<file path="src/rtl/huffman_pkg.sv">
// Shared types and helpers for the 6-symbol Huffman decoder.
// Consumers gate the optional decode counters with HUFF_DEC_CNT_EN.
package huffman_pkg;

    localparam int SYM_NUM = 6;
    localparam int CODE_W  = 8;

    typedef struct packed {
        logic [7:0] hc;
        logic [7:0] m;
        logic [3:0] len;
    } code_entry_t;

    typedef enum logic [0:0] {
        EMPTY  = 1'b0,
        DECODE = 1'b1
    } dec_state_e;

    function automatic logic [3:0] popcount8(input logic [7:0] v);
        logic [3:0] c;
        c = '0;
        for (int i = 0; i < 8; i++) c = c + {3'b000, v[i]};
        return c;
    endfunction

endpackage

</file>
<file path="src/rtl/huffman_code_match.sv">
// Compares the shifted-in code against one table entry; unused entries (len 0) never hit.
module huffman_code_match
    import huffman_pkg::*;
(
    input  code_entry_t         entry,
    input  logic [CODE_W-1:0]   sr_n,
    input  logic [3:0]          len_n,
    output logic                hit
);

    assign hit = (entry.len == len_n) && (entry.len != 4'd0) &&
                 ((sr_n & entry.m) == (entry.hc & entry.m));

endmodule

</file>
<file path="src/rtl/huffman_decoder.sv">
// Serial MSB-first Huffman decoder for gray symbols 1..6 with a loadable code table.
// Define HUFF_DEC_CNT_EN to add per-symbol decode counters dec_cnt1..dec_cnt6.
module huffman_decoder
    import huffman_pkg::*;
(
    input  logic       clk,
    input  logic       reset,
    input  logic       code_valid,
    input  logic [7:0] HC1,
    input  logic [7:0] HC2,
    input  logic [7:0] HC3,
    input  logic [7:0] HC4,
    input  logic [7:0] HC5,
    input  logic [7:0] HC6,
    input  logic [7:0] M1,
    input  logic [7:0] M2,
    input  logic [7:0] M3,
    input  logic [7:0] M4,
    input  logic [7:0] M5,
    input  logic [7:0] M6,
    input  logic       bit_valid,
    input  logic       bit_in,
    output logic       bit_ready,
    output logic       sym_valid,
    output logic [2:0] sym,
    input  logic       sym_ready,
    output logic       err
`ifdef HUFF_DEC_CNT_EN
    ,
    output logic [7:0] dec_cnt1,
    output logic [7:0] dec_cnt2,
    output logic [7:0] dec_cnt3,
    output logic [7:0] dec_cnt4,
    output logic [7:0] dec_cnt5,
    output logic [7:0] dec_cnt6
`endif
);

    localparam logic [0:0] S_EMPTY  = EMPTY;
    localparam logic [0:0] S_DECODE = DECODE;

    logic [CODE_W-1:0] hc_in [SYM_NUM];
    logic [CODE_W-1:0] m_in  [SYM_NUM];
    code_entry_t       tbl   [SYM_NUM];

    logic [0:0]        state;
    logic [CODE_W-1:0] sr, sr_n;
    logic [3:0]        len, len_n;
    logic [SYM_NUM-1:0] hit;
    logic              any_hit;
    logic [2:0]        hit_idx;
    logic              accept, taken;

    assign hc_in[0] = HC1;  assign m_in[0] = M1;
    assign hc_in[1] = HC2;  assign m_in[1] = M2;
    assign hc_in[2] = HC3;  assign m_in[2] = M3;
    assign hc_in[3] = HC4;  assign m_in[3] = M4;
    assign hc_in[4] = HC5;  assign m_in[4] = M5;
    assign hc_in[5] = HC6;  assign m_in[5] = M6;

    assign bit_ready = (state == S_DECODE) && !(sym_valid && !sym_ready);
    // A table load in the same cycle drops the offered bit.
    assign accept    = bit_valid && bit_ready && !code_valid;
    assign taken     = sym_valid && sym_ready;
    assign sr_n      = {sr[CODE_W-2:0], bit_in};
    assign len_n     = len + 4'd1;

    for (genvar g = 0; g < SYM_NUM; g++) begin : g_match
        huffman_code_match u_match (
            .entry (tbl[g]),
            .sr_n  (sr_n),
            .len_n (len_n),
            .hit   (hit[g])
        );
    end

    // Lowest index wins when a malformed table produces several hits.
    always_comb begin
        hit_idx = '0;
        for (int i = SYM_NUM - 1; i >= 0; i--) begin
            if (hit[i]) hit_idx = 3'(i);
        end
    end
    assign any_hit = |hit;

    always_ff @(posedge clk or negedge reset) begin
        if (!reset) begin
            for (int i = 0; i < SYM_NUM; i++) tbl[i] <= '0;
        end else if (code_valid) begin
            for (int i = 0; i < SYM_NUM; i++) begin
                tbl[i].hc  <= hc_in[i];
                tbl[i].m   <= m_in[i];
                tbl[i].len <= popcount8(m_in[i]);
            end
        end
    end

    always_ff @(posedge clk or negedge reset) begin
        if (!reset) begin
            state     <= S_EMPTY;
            sr        <= '0;
            len       <= '0;
            sym_valid <= 1'b0;
            sym       <= '0;
            err       <= 1'b0;
        end else begin
            err <= 1'b0;
            if (taken) sym_valid <= 1'b0;
            if (code_valid) begin
                state <= S_DECODE;
                sr    <= '0;
                len   <= '0;
            end else if (accept) begin
                if (any_hit) begin
                    sym_valid <= 1'b1;
                    sym       <= hit_idx + 3'd1;
                    sr        <= '0;
                    len       <= '0;
                end else if (len_n == 4'(CODE_W)) begin
                    err <= 1'b1;
                    sr  <= '0;
                    len <= '0;
                end else begin
                    sr  <= sr_n;
                    len <= len_n;
                end
            end
        end
    end

`ifdef HUFF_DEC_CNT_EN
    logic [SYM_NUM-1:0][7:0] cnt;

    always_ff @(posedge clk or negedge reset) begin
        if (!reset) begin
            cnt <= '0;
        end else if (code_valid) begin
            cnt <= '0;
        end else if (accept && any_hit) begin
            for (int i = 0; i < SYM_NUM; i++) begin
                if (hit_idx == 3'(i)) cnt[i] <= cnt[i] + 8'd1;
            end
        end
    end

    assign dec_cnt1 = cnt[0];
    assign dec_cnt2 = cnt[1];
    assign dec_cnt3 = cnt[2];
    assign dec_cnt4 = cnt[3];
    assign dec_cnt5 = cnt[4];
    assign dec_cnt6 = cnt[5];
`endif

endmodule

</file>
<file path="config.mk">
export PLATFORM = sky130hd
export DESIGN_NAME = huffman_decoder
export DESIGN_NICKNAME = d
export VERILOG_FILES = /design/src/rtl/huffman_pkg.sv /design/src/rtl/huffman_code_match.sv /design/src/rtl/huffman_decoder.sv
export SDC_FILE = /design/constraint.sdc
export NUM_CORES = 1
export LEC_CHECK = 0
export BUFFER_PORTS_ARGS = -buffer_cell sky130_fd_sc_hd__buf_2
export CAP_MARGIN = 10
export CORE_MARGIN = 2
export CORE_UTILIZATION = 58
export DETAILED_ROUTE_END_ITERATION = 7
export GPL_ROUTABILITY_DRIVEN = 0
export PLACE_DENSITY = 0.85
export SLEW_MARGIN = 20
export SYNTH_ARGS = -nofsm -noshare
export SYNTH_HDL_FRONTEND = slang
export SYNTH_SLANG_ARGS = --single-unit
</file>
<file path="constraint.sdc">
create_clock -name clk -period 3.7 [get_ports clk]
set_clock_uncertainty 0.2 [all_clocks]
set_input_delay 0.74 -clock clk [delete_from_list [all_inputs] [get_ports clk]]
set_output_delay 0.74 -clock clk [all_outputs]
set_load 0.02 [all_outputs]
</file>
### Word-level counts from Yosys, hierarchy flattened

Index checks and enable logic that the tools add are counted.

| cells by class | value |
|---|---|
| add/sub/neg operators | 44 |
| mux-type cells | 22 |
| reductions and logical operators | 29 |
| multiply operators | 0 |
| shifts and indexed selects | 0 |
| eq/ne operators | 13 |
| bitwise logic cells | 13 |
| $lt $le $gt $ge | 0 |
| divide/modulo/power cells | 0 |

Operators by type and width:

| kind | number |
|---|---|
| $add 4x1->4 | 24 |
| $and 8x8->8 | 12 |
| $eq 8x8->1 | 6 |
| $mux 7 | 4 |
| $add 3x1->4 | 6 |
| $eq 4x4->1 | 6 |
| $reduce_bool 4->1 | 6 |
| $add 2x1->3 | 6 |
| $mux 3 | 6 |
| $logic_and 1x1->1 | 17 |
| $mux 4 | 4 |
| $add 1x1->2 | 6 |
| $mux 1 | 8 |
| $reduce_or 6->1 | 1 |
| $add 4x1->4 const B | 1 |
| $eq 4x4->1 const B | 1 |
| $add 3x1->3 const B | 1 |
| $logic_not 1->1 | 3 |
| $reduce_and 3->1 | 1 |
| $reduce_bool 2->1 | 1 |
| $not 1->1 | 1 |

| word-level totals | value |
|---|---|
| memories kept | 0 |
| input port bits | 102 |
| latch bits | 0 |
| word-level logic and storage cells | 145 |
| ROM bits | 0 |
| output and inout port bits | 6 |
| bits in registers | 137 |
| memory bits (writable) | 0 |

### Depth between registers and ports, before layout

| logic depth | value |
|---|---|
| depth in word-level cells | 11 |
| depth in mapped cells | 13 |
| gate-level depth less buffers | 12 |

### Cells and area by module

A second synthesis with hierarchy kept.

| unflattened totals | value |
|---|---|
| cell total of the unflattened synthesis | 601 |
| area, all modules | 7334.5 um2 |

By module, submodules not included:

| module | cells each | times used | seq. area each (um2) | area an instance (um2) |
|---|---|---|---|---|
| huffman_decoder | 475 | 1 | 3428.3 | 6328.6 |
| huffman_code_match | 21 | 6 | 0.0 | 167.7 |

### Least setup slack after synthesis

No wires, ideal clock.

| path | value |
|---|---|
| path kind | input-to-reg |
| start point | input port M2[0] |
| end point | register tbl[82] (netlist bit) |
| cell stages on the path | 10 |
| data arrival time | 3168 ps |
| setup slack | 207 ps |
| path through | fa_1 inv_1 fa_1 fa_1 inv_1 ha_1 inv_1 fa_1 xnor2_1 mux2_2 |

| between the ends | value |
|---|---|
| longest elaborated chain between the ends | 7 |

RTL lines:

| item | line | text |
|---|---|---|
| start: declaration | huffman_decoder.sv:16 | `input logic [7:0] M2,` |
| $add 1x1->2 | huffman_pkg.sv:22 | `for (int i = 0; i < 8; i++) c = c + {3'b000, v[i]};` |
| $add 2x1->3 | huffman_pkg.sv:22 |  |
| $add 3x1->4 | huffman_pkg.sv:22 |  |
| $add 4x1->4 (4 in a row) | huffman_pkg.sv:22 |  |
| end: declaration | huffman_decoder.sv:44 | `code_entry_t tbl [SYM_NUM];` |

No other way between the ends.
A chain may end at the register's enable or synchronous reset.

### Worst setup path in the final report

| path | value |
|---|---|
| start point | register len[1] |
| end point | register sym[2] |

| between the ends | value |
|---|---|
| longest elaborated chain between the ends | 11 |
| elaborated cells between the ends (all ways) | 28 |
| classes of those cells | add/sub (2); eq/ne (6); mux (6); reduce/logical (14) |

RTL lines:

| item | line | text |
|---|---|---|
| start: declaration | huffman_decoder.sv:48 | `logic [3:0] len, len_n;` |
| start signal: assignment | huffman_decoder.sv:125 | `len <= len_n;` |
| $add 4x1->4 (*) | huffman_decoder.sv:66 | `assign len_n = len + 4'd1;` |
| $eq 4x4->1 | huffman_code_match.sv:11 | `assign hit = (entry.len == len_n) && (entry.len != 4'd0) &&` |
| $logic_and 1x1->1 (2 in a row) | huffman_code_match.sv:11 |  |
| $mux 3 (6 in a row) | huffman_decoder.sv:81 | `if (hit[i]) hit_idx = 3'(i);` |
| $add 3x1->3 | huffman_decoder.sv:116 | `sym <= hit_idx + 3'd1;` |
| end signal: assignment | huffman_decoder.sv:116 |  |
| end: declaration | huffman_decoder.sv:25 | `output logic [2:0] sym,` |

Every way passes the cells marked *; elsewhere a longest branch is shown, timed or not.

==> run metrics <==
status=finished, final reports clean; TritonCTS Buffers=17; vias in the first global route=5381; Area Growth Syn to Fin=18.13%; initial antenna violation count=0; final WL=16.14 mm; GR Util met3=0.03862; Residual DRC=0; Synth Area per Inst=12.22 um^2; EDFF count, synth=0; power share of the clock group=0.356; DIE HEIGHT=116.9 um; Crit Path Max Fanout=7; M1 GR Usage=0.3159; Final ANT Viol Nets=0; Startpoint Class=flip-flop; clock latency at the later pin of the worst-skew pair=430 ps; simple-gate share of the synthesized area=0.04909; First DRT Iteration DRCs=307; port bufs=107; Reg-to-Reg Start=len[1]; Hold Path Class=primary input to async pin; slew at the pin closest to its max-slew limit=947.9 ps; Compound-Gate Fraction of Synth Area=0.06974; Logic pwr share=0.233; worst slack at placement=-64.99 ps; yosys warns=0; global route total overflow=0; Int Power=3.260 mW; initial core utilization=0.5906; largest net degree at the start of global routing=89; Worst slew margin=0.3681; ant diodes=0; CTS tree=built; Crit path required time=3800 ps; Leak=4.172 nW; crit path time final=3335 ps; Setup-failing EPs final=0; number of synthesized register bits=137; post-CTS sizing=0; Net count, final=865; met2 Use GR=0.4258; Sw Ratio=0.2913; sequential power share=0.411; Worst Setup SP=len[1]; Total Die Area=13660 um^2; CP max stage delay=540 ps; Num Clock Sinks=137; layout cells sized above 1=0.3716; Max VDD drop=0.3426 mV; Wirelength per Cell=17.85 um; Core ar.=12520 um^2; critical path cell sequence=ha_1 > xnor2_1 > o41ai_1 > or4_4 > a311oi_1 > a21o_1 > a21oi_1 > ha_1 > or3_1 > o221ai_1 > a31oi_1; Worst-path clk slew=60 ps; Crit-path slowest cell=or4_4; Multi-input gate area=3572 um^2; DRT Pass-1 Iters=4; Hold Buf Count CTS=0; ys async rst share=1.000; syn nets=751; Crit path top cell by count=ha_1; P per Cell Area=526.8 nW/um^2; clk buf depth=2; Gate Count Post-Synth=605; FP Rows=41; vias per inst=5.478; Non-Filler Instances=904; post-synth top area share=0.4638; Seq/Total Area, Yosys=0.4638; H-Tree Level Count=4; fin crit share=0.9014; hpwl dp=11.61 mm; GRT busiest layer=met2; die extent in x=116.9 um; Setup TNS Final=0 ps; Setup CP Type=flip-flop to flip-flop; Switch Pwr=1.340 mW; Max-cap violations=0; Root Driver=clkbuf_16; mux contribution to synthesized area=0.1681; Synth area leaders=dfrtp_1 46%, mux2_2 16%, xor2_1 6.6%; Post-Syn Area=7392 um^2; Inst Count DP=872; fmax=299.8 MHz; crit path DAT=3440 ps; ys flop type=dfrtp_1; largest family of logic cells by synthesized area=multiplexers; FF+latch area=3428 um^2; post-synthesis xor/xnor area fraction=0.09749; GRT Total Usage=0.2537; via count=4952; RSZ-0062 raised after global routing=no; final hold vios=0; Filler Cell Count=896; Crit. End Element=flip-flop; global-route wire length before repair=26.11 mm; Synth area leader=dfrtp_1; final setup margin=364.8 ps; fin. max-slew vios=0; number of distinct library cells after synthesis=53; Post-CTS Setup Bufs=0; I/O pin count=108; Synth Area in Adders=0.09885
[critical path: cells and delay by family, from the launching register on]
| family | cells | cell delay, ps |
|---|---|---|
| and+or+nand+nor | 2 | 910 |
| adders and majority gates | 2 | 780 |
| AOI/OAI and AO/OA | 6 | 730 |
| DFF | 1 | 410 |
| xor gates and xnor gates | 1 | 170 |
[area by class of cell]
type                    instances  area share
well taps                     172     0.02465
inverters                      69     0.02966
flip-flops and latches        137      0.3926
clock inverters                13     0.01476
repair buffers                123     0.07852
clock buffers                  19     0.05072
multi-input cells             371      0.4091
[metrics by stage]
stage	power, mW	util	hold slack, ps	area (um^2)
6_report	4.600	0.6976	93.55	8732
5_1_grt	4.836	0.6976	135.2	8732
4_1_cts	4.629	0.6976	104.3	8732
3_5_place_dp	2.979	0.6519	245.8	8160
3_3_place_gp	2.907	0.6519	242.9	8160
2_1_floorplan	2.646	-	229.4	7392
[sequential cells by signal, summed over array words and instances (netlist names)]
register   count
state          1
sym_valid      1
tbl          120
sr             7
err            1
sym            3
len            4
[synth_stat cells, types with 16 or more instances]
cell and n:
xnor2_1 20, a22oi_1 22, a21oi_1 16, mux2_2 108, xor2_1 56, fa_1 24, inv_1 69, clkbuf_1 19
dfrtp_1 137, ha_1 20
[layout by cell type, fill, tap and decap left out, drive strengths merged, types with 2 or more instances in the layout]
cell type,Yosys,final
fa,24,24
xnor2,22,22
or2,2,2
dfrtp,137,137
nor2,12,12
a21o,2,2
nand4b,2,2
a21boi,3,3
inv,69,69
ha,20,20
o22ai,6,6
bufinv,0,2
a22o,8,8
nand3,12,12
clkbuf,19,19
a22oi,22,22
xor2,56,56
o2111ai,2,2
o21ai,3,3
nor4,3,3
buf,9,123
or3,2,2
clkinvlp,0,4
o41ai,2,2
and4,2,2
mux2,110,110
a21oi,17,17
nor3,4,4
nand2,12,12
and3,2,2
or4,4,4
clkinv,0,7
nand4,3,3
[power groups by stage]
stage          Combinational (mW)  Sequential [mW]  Clock, mW
2_1_floorplan               0.766             1.88          0
6_report                     1.07             1.89       1.64
4_1_cts                      1.08             1.89       1.66
3_5_place_dp                 1.07             1.91          0
5_1_grt                      1.20             1.92       1.71
3_3_place_gp                 1.01             1.90          0
[worst paths after layout]
| check | slack [ps] | cells past startpoint | end |
|---|---|---|---|
| max | 360 | 11 | sym[2] |
| min in group clk | 260 | 1 | state |
| min | 90 | 1 | tbl[29] |
| max reg2reg | 360 | 11 | sym[2] |
| max in group asynchronous | 2330 | 2 | tbl[97] |
| min reg2reg | 260 | 1 | state |
[per-layer routing]
metal,wire (um),vias up
li1,-,2300
met1,6797,2478
met2,8107,127
met3,613,47
met4,618,0
met5,0,-
[cell families (layout without fill, tap and decap cells)]
family                   Yosys count  after routing
multiplexers                     110            110
buffers and inverters             97            224
flip-flops                       137            137
AND/OR/NAND/NOR                   65             65
adder cells (fa/ha/maj)           44             44
AO/OA/AOI/OAI                     73             73
XOR/XNOR                          79             79
No activity file was read; power rests on OpenSTA's default activity.
